===== src/rtl/seg7_reader.sv =====
// Seven-segment pattern reader: debounces a (possibly digit-multiplexed) segment
// bus and recovers one hex nibble per digit position once a pattern is stable.
module seg7_reader #(
  parameter int unsigned NUM_DIGITS    = 4,
  parameter int unsigned STABLE_CYCLES = 3
) (
  input  logic                    clk,
  input  logic                    reset,
  input  logic [6:0]              segments_in,
  input  logic [NUM_DIGITS-1:0]   digit_sel,
  input  logic                    err_clear,
  output logic [4*NUM_DIGITS-1:0] digits_out,
  output logic [NUM_DIGITS-1:0]   digit_valid,
  output logic                    update_stb,
  output logic                    err
);

  localparam logic [7:0] STABLE_MAX = 8'(STABLE_CYCLES);

  logic [NUM_DIGITS-1:0] sel_q;
  logic [6:0]            seg_q;
  logic [7:0]            cnt;
  logic                  committed;

  logic                  commit;
  logic                  sel_none;
  logic                  sel_onehot;
  logic                  legal;
  logic                  blank;
  logic [3:0]            value;
  logic                  err_set;
  logic                  changed;

  always_comb begin
    legal = 1'b1;
    value = '0;
    case (seg_q)
      7'h3F: value = 4'h0;
      7'h06: value = 4'h1;
      7'h5B: value = 4'h2;
      7'h4F: value = 4'h3;
      7'h66: value = 4'h4;
      7'h6D: value = 4'h5;
      7'h7D: value = 4'h6;
      7'h07: value = 4'h7;
      7'h7F: value = 4'h8;
      7'h67: value = 4'h9;
      7'h77: value = 4'hA;
      7'h7C: value = 4'hB;
      7'h39: value = 4'hC;
      7'h5E: value = 4'hD;
      7'h79: value = 4'hE;
      7'h71: value = 4'hF;
      default: legal = 1'b0;
    endcase
  end

  always_comb begin
    blank      = (seg_q == 7'h00);
    sel_none   = (sel_q == '0);
    sel_onehot = !sel_none && ((sel_q & (sel_q - 1'b1)) == '0);
    commit     = (cnt == STABLE_MAX) && !committed;
    err_set    = commit && !sel_none && (!sel_onehot || (!legal && !blank));
    changed    = ({digit_sel, segments_in} != {sel_q, seg_q});
  end

  always_ff @(posedge clk) begin
    if (reset) begin
      sel_q       <= '0;
      seg_q       <= '0;
      cnt         <= '0;
      committed   <= 1'b0;
      digits_out  <= '0;
      digit_valid <= '0;
      update_stb  <= 1'b0;
      err         <= 1'b0;
    end else begin
      sel_q <= digit_sel;
      seg_q <= segments_in;
      // A new sample starts a fresh episode even on the edge that commits the old one.
      if (changed) begin
        cnt       <= 8'd1;
        committed <= 1'b0;
      end else begin
        if (cnt < STABLE_MAX) cnt <= cnt + 8'd1;
        if (commit) committed <= 1'b1;
      end

      update_stb <= commit && sel_onehot;
      if (commit && sel_onehot) begin
        for (int unsigned i = 0; i < NUM_DIGITS; i++) begin
          if (sel_q[i]) begin
            digit_valid[i] <= legal;
            if (legal)      digits_out[4*i +: 4] <= value;
            else if (blank) digits_out[4*i +: 4] <= 4'h0;
          end
        end
      end

      if (err_set)        err <= 1'b1;
      else if (err_clear) err <= 1'b0;
    end
  end

endmodule


===== config.mk =====
export PLATFORM = sky130hd
export DESIGN_NAME = seg7_reader
export DESIGN_NICKNAME = d
export VERILOG_FILES = /design/src/rtl/seg7_reader.sv
export SDC_FILE = /design/constraint.sdc
export NUM_CORES = 1
export LEC_CHECK = 0
export ABC_CLOCK_PERIOD_IN_PS = 2950
export CORE_MARGIN = 5
export CORE_UTILIZATION = 53
export CTS_CLUSTER_DIAMETER = 40
export DETAILED_ROUTE_END_ITERATION = 10
export GPL_TIMING_DRIVEN = 0
export PLACE_DENSITY = 0.8
export SYNTH_ARGS = -nofsm -noshare
export SYNTH_HDL_FRONTEND = slang
export SYNTH_SLANG_ARGS = --single-unit

===== constraint.sdc =====
create_clock -name clk -period 2.95 [get_ports clk]
set_clock_uncertainty 0.05 [all_clocks]
set_input_delay 0.4425 -clock clk [delete_from_list [all_inputs] [get_ports clk]]
set_output_delay 0.4425 -clock clk [all_outputs]
set_load 0.01 [all_outputs]

Yosys cells after proc, flatten, opt, wreduce, memory -nomap -nowiden
Cells that the tools add are included.

Flip-flop bits (word level): 42. Bits of input ports: 14. Logic and storage cells: 73.

Add/sub/neg operators: 2. Magnitude comparators: 1. Equal/unequal tests: 18. Multiplexer cells: 8. Bitwise logic cells: 1. Reductions and logical operators: 28.

Operators by type and width (count): $eq A7 B7 Y1 const B (12); $pmux W4 S15 (1); $reduce_or A16 Y1 (1); $eq A7 B3 Y1 const B (2); $eq A7 B6 Y1 const B (2); $reduce_and A3 Y1 (4); $ne A11 B11 Y1 (1); $add A8 B1 Y8 const B (1); $eq A8 B2 Y1 const B (1); $logic_not A4 Y1 (2); $lt A8 B2 Y1 const B (1); $mux W4 (2); $reduce_and A2 Y1 (4); $logic_not A7 Y1 (1); $logic_and A1 B1 Y1 (6); $reduce_bool A2 Y1 (3); $logic_not A1 Y1 (5); $mux W1 (5); $and A4 B4 Y4 (1); $sub A4 B1 Y4 const B (1); $reduce_or A2 Y1 (1); $logic_or A1 B1 Y1 (1).

Longest topological paths before layout
Gate-level depths: netlist of the first run.

Depth in word-level cells: 8. Depth in mapped cells: 8. Mapped depth without buffers: 6.

Worst setup path before layout of the first run
No wires, ideal clock.

Path kind: reg-to-reg. Start: reg seg_q[2]. End: reg digits_out[3]. Library setup time: 121 ps. Arrival time: 1989 ps. Data required time: 2779 ps. Path slack: 790 ps. Cell stages (with the launch flop): 8. Path buffers: 1. Cell sequence: dfxtp_1 -> buf_6 -> or2b_2 -> mux2i_2 -> a2111oi_4 -> o211ai_2 -> o21ai_4 -> mux2_4.

Longest elaborated chain between the ends: 5.

Ends and longest elaborated chain: start, declared (line 21) `logic [6:0] seg_q;`; start signal, assigned (line 79) `seg_q <= segments_in;`; $eq A7 B7 Y1, or another cell as far along (line 37) `case (seg_q)`; $reduce_or A16 Y1 (no source line); $mux W1 (line 37); $reduce_bool A2 Y1 (no source line); $reduce_and A3 Y1 (no source line); end signal, assigned by index (line 94) `if (legal) digits_out[4*i +: 4] <= value;`; end, declared (line 12) `output logic [4*NUM_DIGITS-1:0] digits_out,`.

Parallel ways exist; a longest one is shown, timed or not. A chain may end at the register's enable or synchronous reset.

Final worst setup path of the first run
Ends and elaborated chain as after synthesis.

==> results of run 1 <==
final cells by class:
cell class / instances / area [µm²] / share of cell area, %
Tap cell: 50 / 62.6 / 2.35
Buffer: 16 / 93.8 / 3.52
Clock buffer: 5 / 68.8 / 2.58
Sequential cell: 42 / 841 / 31.5
Inverter: 3 / 11.3 / 0.422
Timing Repair Buffer: 35 / 350 / 13.1
Multi-Input combinational cell: 176 / 1200 / 44.8
Clock inverter: 3 / 43.8 / 1.64
cell families after synthesis:
| kind of cell | count (synthesis) | share of synthesized area (%) |
|---|---|---|
| and+or+nand+nor | 107 | 28.1 |
| AOI/OAI and AO/OA | 47 | 17.8 |
| DFF | 42 | 39.3 |
| buffers and inverters | 19 | 4.91 |
| xor gates and xnor gates | 14 | 5.72 |
| muxes | 7 | 3.68 |
| adders and majority gates | 1 | 0.584 |
routing by layer:
layer | wire, µm | global-route usage [%] | up-vias
met1 | 2190 | 26.5 | 858
met3 | 239 | 3.42 | 10
li1 | - | - | 915
met5 | 0 | 0 | -
met4 | 87 | 7.65 | 0
met2 | 2460 | 33.1 | 53
cells in the final DEF (no fill, tap or decap), drive strengths merged, types with 5 or more instances in the layout:
master / synthesis / layout
dfxtp: 42 / 42
clkdlybuf4s50: 0 / 35
nand2: 32 / 32
nor2: 16 / 16
clkbuf: 9 / 14
xnor2: 13 / 13
o21ai: 13 / 13
nor2b: 12 / 12
a21oi: 10 / 10
and2: 7 / 7
buf: 7 / 7
nor4: 6 / 6
mux2i: 6 / 6
a211oi: 5 / 5
registers in the layout, indices dropped and copies added (netlist names):
register     flops
digits_out      16
cnt              8
seg_q            7
digit_valid      4
sel_q            4
committed        1
err              1
update_stb       1
power by group:
group / internal (µW) / switching, µW / total, µW
sequential: 575 / 7.20 / 582
clock: 254 / 205 / 459
combinational: 60.0 / 70.0 / 130
worst max-delay path by stage:
stage / startpoint / to / slack, ns
final: seg_q[2] / digits_out[3] / 0.63
after global routing: seg_q[4] / committed / 0.40
after CTS: seg_q[2] / digits_out[3] / 0.65
after detailed placement: digit_sel[3] / committed / 0.55
after global placement: segments_in[4] / cnt[1] / 0.57
after floorplan: seg_q[2] / digits_out[3] / 0.79
worst max-delay path, delay by kind of cell, from the launching register on:
| kind | cells | cell delay, ns |
|---|---|---|
| compound gates | 3 | 0.90 |
| mux | 2 | 0.49 |
| flops | 1 | 0.33 |
| simple gates | 1 | 0.31 |
| buf+inv | 1 | 0.12 |
stage by stage:
| stage | area (µm²) | hold WS (ns) | setup slack, ns |
|---|---|---|---|
| finish | 2670 | 0.403 | 0.631 |
| global route | 2670 | 0.424 | 0.396 |
| CTS | 2670 | 0.405 | 0.651 |
| detailed placement | 2550 | 0.393 | 0.555 |
| global placement | 2550 | 0.392 | 0.571 |
| floorplan | 2140 | 0.380 | 0.790 |
==> flow_summary.toml, run 1 <==
[detailed_routing]
drc_errors = 0
vias = 1836
drtPass1Iterations = 4
wirelength_mm = 4.98
drt-vias-per-instance = 5.56
drtAntennaViolNets = 0
wire_per_inst_um = 15.1
initialDrtViolationCount = 114

[placed_design]
placed_cells = 322
hpwl_mm = 3.67
port_buffers = 35
gp_congestion = 0.806

[power_and_ir_drop]
total_power_uw = 1170
peakVddDrop_mv = 0.327
p_per_area_mw_per_mm2 = 439
p_leak_uw = 0.000894

[yosys]
synthTopCellsByArea = "dfxtp_1 39%, nand2_1 5.6%, xnor2_1 5.3%"
synth.net_count = 252
yosys_warnings = 0
netlist.area_leader.share_pct = 39.3
synth_cell_types = 55
synth-async-reset-ratio_pct = 0
ys_seq_elements = 42
synth.most_common_cell = "dfxtp_1"
yosysTopAreaCell = "dfxtp_1"
syn_inst = 237
syn_area_mm2 = 0.00214
seq_area_frac_synth_pct = 39.3
synth_edf_count = 0
yosys-top-cells-count = "42 x dfxtp_1, 32 x nand2_1, 16 x nor2_1, 13 x xnor2_1, 12 x nor2b_1"
synthFlopType = "dfxtp_1"
avgSynthCellArea_um2 = 9.04

[setup_path]
cp_max_fo = 8
required_ns = 3.09
ff2ff_path_depth = 7
critPathArrivalTime_ns = 2.46
crit_type = "flip-flop to flip-flop"
start_kind = "flip-flop"
cpMaxStageDelayCell = "a2111oi_4"
r2r_end = "digits_out[3]"
crit_chain = "buf_6, or2b_2, mux2i_2, a2111oi_4, o211ai_2, o21ai_4, mux2_4"
slowest_delay_ns = 0.44
r2r_start = "seg_q[2]"
cp-end-kind = "flip-flop"
r2r_slack_ns = 0.63

[cells_and_area]
postLayoutCoreUtil_pct = 67.2
diodes = 0
final_cells = 330
syn_to_final_growth_pct = 24.5
num-fill-cells = 332
drive_above_1_share_pct = 11.8
num-nets-final = 294

[global_routing]
grt_max_degree = 15
antenna_found_initial = 0
grt_overflow_total = 0
grt_use_total_pct = 20.2
grt_pass1_vias = 1806
grt_pass1_wl_mm = 8.45

[clock_tree]
cts_max_path_buffers = 2
cts_max_level = 2
clk_latency_ns = 0.30
clock-sinks = 42
cts_resized = 0
cts_setup_buffers = 0
holdBufCountCts = 0
cts_tree = "done"
clockRootBuffer = "clkbuf_8"
cts.clk_slew.worst_paths_ns = 0.08
cts_made_buffers = 5

[hold_path]
hold_start = "digits_out[11]"
holdPathEnd = "digits_out[11]"
min_path_type = "flip-flop to flip-flop"
holdPathStages = 2

[sta]
hold_viol = 0
slew_headroom_pct = 41.4
setup-tns-final_ns = 0
worst_pin_slew_ns = 0.871
min_period_ns = 2.32
clock.fmax_mhz = 431
rsz0062_at_grt = "false"
setup_violations = 0
slew_viol_final = 0
min_period_over_period_pct = 78.6

[die]
rows = 23
die_h_um = 73.6
coreArea_mm2 = 0.00397
start_util_pct = 53.9
dieArea_mm2 = 0.00541
fp.dieW_um = 73.6
ios = 36

[run]
drv_cap = 0

[run_status]
outcome = "completed"
(Power assumes the default switching activity.)
==> run 2: changes to the inputs <==
ABC_CLOCK_PERIOD_IN_PS = 2300   (was 2950)
clock period = 2.3 ns   (was 2.95 ns; I/O delays follow)
==> run 2 against run 1 <==
  * Register-to-register slack got worse by 0.55 ns
  * Core utilization grew 1.6 points
  * Largest cell class unchanged
  * Die area unchanged
  * First-iteration DRC count up 22%
  * Count of clock-buffer cells in the layout is the same
==> flow_summary.toml, run 2 (same netlist as run 1, synthesis figures left out) <==
[cells_and_area]
syn_to_final_growth_pct = 27.5
num-fill-cells = 320
final_cell_mix = "41 x dfxtp_1, 35 x clkdlybuf4s50_1, 32 x nand2_1, 16 x nor2_1, 13 x xnor2_1"
largestRegisters = "digits_out (16), cnt (8), seg_q (7)"
diodes = 0
regMostFlops = "digits_out"
postLayoutCoreUtil_pct = 68.8
num-nets-final = 299
drive_above_1_share_pct = 14.7
largest_register_ffs = 16
final_common_cell = "dfxtp_1"

[setup_path]
r2r_start = "seg_q[2]"
r2r_slack_ns = 0.08
slowest_delay_ns = 0.38
path_buf_inv = 1
crit_family = "compound AO/OA/AOI/OAI gates"
r2r_end = "digits_out[3]"
cpMaxStageDelayCell = "a2111oi_4"
critPathArrivalTime_ns = 2.36
cp-end-kind = "flip-flop"
required_ns = 2.44
ff2ff_path_depth = 7
start_kind = "flip-flop"
crit_type = "flip-flop to flip-flop"
crit_chain = "buf_6, or2b_4, mux2i_4, a2111oi_4, o211ai_2, o21ai_4, mux2_4"
cp_max_fo = 5

[detailed_routing]
vias = 1894
drc_errors = 0
initialDrtViolationCount = 139
drtPass1Iterations = 4
drt-vias-per-instance = 5.65
wire_per_inst_um = 15.5
drtAntennaViolNets = 0
wirelength_mm = 5.20

[die]
fp.dieW_um = 73.6
die_h_um = 73.6
dieArea_mm2 = 0.00541
start_util_pct = 53.9
ios = 36
coreArea_mm2 = 0.00397
rows = 23

[power_and_ir_drop]
clkPwrFrac_pct = 39.2
power_frac_comb_pct = 11.5
seqPwrFrac_pct = 49.3
p_switching_uw = 371
p_leak_uw = 0.000925
swShare_pct = 24.5
p_per_area_mw_per_mm2 = 555
peakVddDrop_mv = 0.420
p_int_uw = 1140

[global_routing]
grt_overflow_total = 0
antenna_found_initial = 0
grt.busiest_layer = "met2"
grt_use_total_pct = 20.2
met1_usage_pct = 26.5
met2_usage_pct = 33.1
grt_max_degree = 15
grt_pass1_vias = 1806
grtUsageMet3_pct = 3.42
grt_pass1_wl_mm = 8.45

[clock_tree]
clockRootBuffer = "clkbuf_8"
holdBufCountCts = 0
cts.clk_slew.worst_paths_ns = 0.09
cts_made_buffers = 5
clk_latency_ns = 0.30
cts_max_path_buffers = 2
cts_tree = "done"
clock-sinks = 42
cts_max_level = 2

[sta]
worst_pin_slew_ns = 0.577
slew_viol_final = 0
min_period_ns = 2.22
slew_headroom_pct = 61.2
setup_violations = 0
min_period_over_period_pct = 96.3
setup-tns-final_ns = 0
clock.fmax_mhz = 451
hold_viol = 0

[placed_design]
port_buffers = 35
gp_congestion = 0.806
hpwl_mm = 3.67

[hold_path]
hold_start = "digits_out[9]"
holdPathStages = 2
min_path_type = "flip-flop to flip-flop"
holdPathEnd = "digits_out[9]"

[run]
drv_cap = 0

[run_status]
outcome = "completed"
## run 2: worst max-delay path by stage
stage | start | end | cells past startpoint
finish | seg_q[2] | digits_out[3] | 7
global route | seg_q[3] | digits_out[4] | 7
CTS | seg_q[2] | digits_out[3] | 7
detailed placement | digit_sel[3] | committed | 5
global placement | seg_q[2] | digits_out[3] | 7
floorplan | seg_q[2] | digits_out[3] | 7
## run 2: cell type report
cell class,count,area [µm²],share of cell area (%)
multi-input cells,176,1220,44.7
flip-flops and latches,42,842,30.8
repair buffers,40,388,14.2
plain buffers,16,95.1,3.48
clock buffers,5,68.8,2.52
well taps,50,62.6,2.29
clock inverters,3,43.8,1.60
inverters,3,11.3,0.412
## run 2: worst register-to-register path, delay by kind of cell (launching register included)
family                 cells  cell delay, ns
AOI/OAI and AO/OA          3            0.85
buffers and inverters      1            0.09
muxes                      2            0.51
DFF                        1            0.33
and+or+nand+nor            1            0.27
## run 2: repair_timing
item	4_1_cts	5_1_grt
setup buffers	0	5
endpoints found under the setup margin	0	11
resized for setup	0	7
## run 2: through the flow
step	cell area [µm²]	std cells	setup slack [ns]	power [µW]	hold slack [ns]
detailed placement	2550	322	0.00217	928	0.393
finish	2730	335	0.0847	1510	0.405
floorplan	2140	237	0.140	875	0.380
CTS	2670	330	0.000592	1510	0.405
global placement	2550	322	0.0131	925	0.392
global route	2730	335	-0.00545	1570	0.424
## run 2: power groups by stage
stage,combinational (µW),clock (µW),sequential (µW)
final,174,593,747
after global placement,161,0,764
after floorplan,113,0,762
after global routing,187,634,750
after CTS,165,598,747
after detailed placement,164,0,764
## run 2: layer usage
layer  vias up  share of wire, %
met3         7               5.6
met1       898                44
li1        925                 -
met4         0               1.4
met2        64                49
met5         -                 0
==> run 3: changes to the inputs <==
CORE_UTILIZATION = 50   (was 53)
PLACE_DENSITY = 0.76   (was 0.8)
==> run 3 against run 2 <==
  * Via count decreased by 0.69%
  * Wire length fell by 4.7%
  * Combinational power is 4% lower
  * Total power down 1.2%
  * Core utilization down 2.1 points
  * Worst hold slack got worse by 0.0053 ns
  * Highest routed layer unchanged
==> flow_summary.toml, run 3 (same netlist as run 1, synthesis figures left out) <==
[detailed_routing]
vias = 1881
drt-vias-per-instance = 5.60
drtPass1Iterations = 4
wirelength_mm = 4.96
wire_per_inst_um = 14.7
drtAntennaViolNets = 0
drc_errors = 0
initialDrtViolationCount = 123

[sta]
worst_pin_slew_ns = 0.672
hold_viol = 0
setup_violations = 0
min_period_ns = 2.25
setup-tns-final_ns = 0
slew_headroom_pct = 54.8
min_period_over_period_pct = 97.7
rsz0062_at_grt = "true"
clock.fmax_mhz = 445
slew_viol_final = 0

[cells_and_area]
syn_to_final_growth_pct = 27.2
num-nets-final = 300
diodes = 0
largestRegisters = "digits_out (16), cnt (8), seg_q (7)"
final_cell_mix = "41 x dfxtp_1, 35 x clkdlybuf4s50_1, 32 x nand2_1, 16 x nor2_1, 13 x xnor2_1"
regMostFlops = "digits_out"
final_common_cell = "dfxtp_1"
largest_register_ffs = 16
drive_above_1_share_pct = 14.7

[setup_path]
crit_type = "flip-flop to flip-flop"
cp-end-kind = "flip-flop"
start_kind = "flip-flop"
crit_chain = "buf_6, or2b_2, mux2i_2, a2111oi_4, o211ai_2, o21ai_4, mux2_4"
cp_max_fo = 8
slowest_delay_ns = 0.36
critPathArrivalTime_ns = 2.39
cpMaxStageDelayCell = "a2111oi_4"
required_ns = 2.44

[placed_design]
port_buffers = 35
hpwl_mm = 3.60
gp_congestion = 0.754

[power_and_ir_drop]
p_per_area_mw_per_mm2 = 550
peakVddDrop_mv = 0.493
total_power_uw = 1500
p_leak_uw = 0.000924

[clock_tree]
clock-sinks = 42
cts_made_buffers = 5
cts_tree = "done"
clk_latency_ns = 0.29
cts_max_level = 2
cts_max_path_buffers = 2
cts.clk_slew.worst_paths_ns = 0.08
clockRootBuffer = "clkbuf_8"
holdBufCountCts = 0

[die]
coreArea_mm2 = 0.00409
ios = 36
start_util_pct = 52.4
fp.dieW_um = 75.5
rows = 23
dieArea_mm2 = 0.00569
die_h_um = 75.5

[global_routing]
grt_pass1_wl_mm = 7.89
antenna_found_initial = 0
grt_pass1_vias = 1707
grt_use_total_pct = 18.0
grt_max_degree = 15
grt_overflow_total = 0

[run_status]
outcome = "completed"

[run]
drv_cap = 0

[hold_path]
min_path_type = "flip-flop to flip-flop"
[run 3: cell types whose count changed in the layout (fill, tap and decap cells not counted), sizes merged]
cell    delta
clkbuf     +1
[run 3: final timing paths]
check | start | end | slack (ns) | depth (start not counted)
hold / removal | digits_out[5] | digits_out[5] | 0.40 | 2
hold reg to reg | digits_out[5] | digits_out[5] | 0.40 | 2
setup / recovery | seg_q[2] | digits_out[3] | 0.05 | 7
setup reg to reg | seg_q[2] | digits_out[3] | 0.05 | 7
[run 3: worst max-delay path: cells and delay by family (launching register included)]
family | cells | cell delay [ns]
compound gates | 3 | 0.84
buf+inv | 1 | 0.12
flops | 1 | 0.33
mux | 2 | 0.50
simple gates | 1 | 0.31
[run 3: stage by stage]
| stage | utilization, % | hold WS [ns] | std cells | area (µm²) | setup WS [ns] |
|---|---|---|---|---|---|
| after global routing | 66.7 | 0.423 | 336 | 2720 | -0.0389 |
| after global placement | 62.5 | 0.387 | 322 | 2550 | -0.0374 |
| final | 66.7 | 0.400 | 336 | 2720 | 0.0537 |
| after CTS | 65.5 | 0.404 | 331 | 2680 | 0.0222 |
| after floorplan | - | 0.380 | 237 | 2140 | 0.140 |
| after detailed placement | 62.5 | 0.392 | 322 | 2550 | -0.0560 |
[run 3: report_power, final]
group | internal (µW) | switching, µW | leakage (µW)
clock network | 325 | 257 | 0.0000585
registers | 738 | 9.48 | 0.000342
logic | 78.3 | 88.9 | 0.000524
[run 3: layer usage]
layer  wire [µm]  global-route usage, %
met3         250                   3.96
met4          57                   5.24
met1        2270                   23.9
met2        2370                   29.4
met5           0                      0
[run 3: cell type report]
class	instances	area, µm²
clock inverter	3	43.8
buffer	16	97.6
timing repair buffer	41	395
fill	356	1360
clock buffer	5	68.8
multi-input combinational	176	1200
sequential	42	842
tap	50	62.6
inverter	3	11.3
[run 3: timing repair]
item / CTS / global route
pin swaps: 1 / 2
gates resized for setup: 0 / 5
setup buffers: 1 / 5
endpoints found under the setup margin: 1 / 15
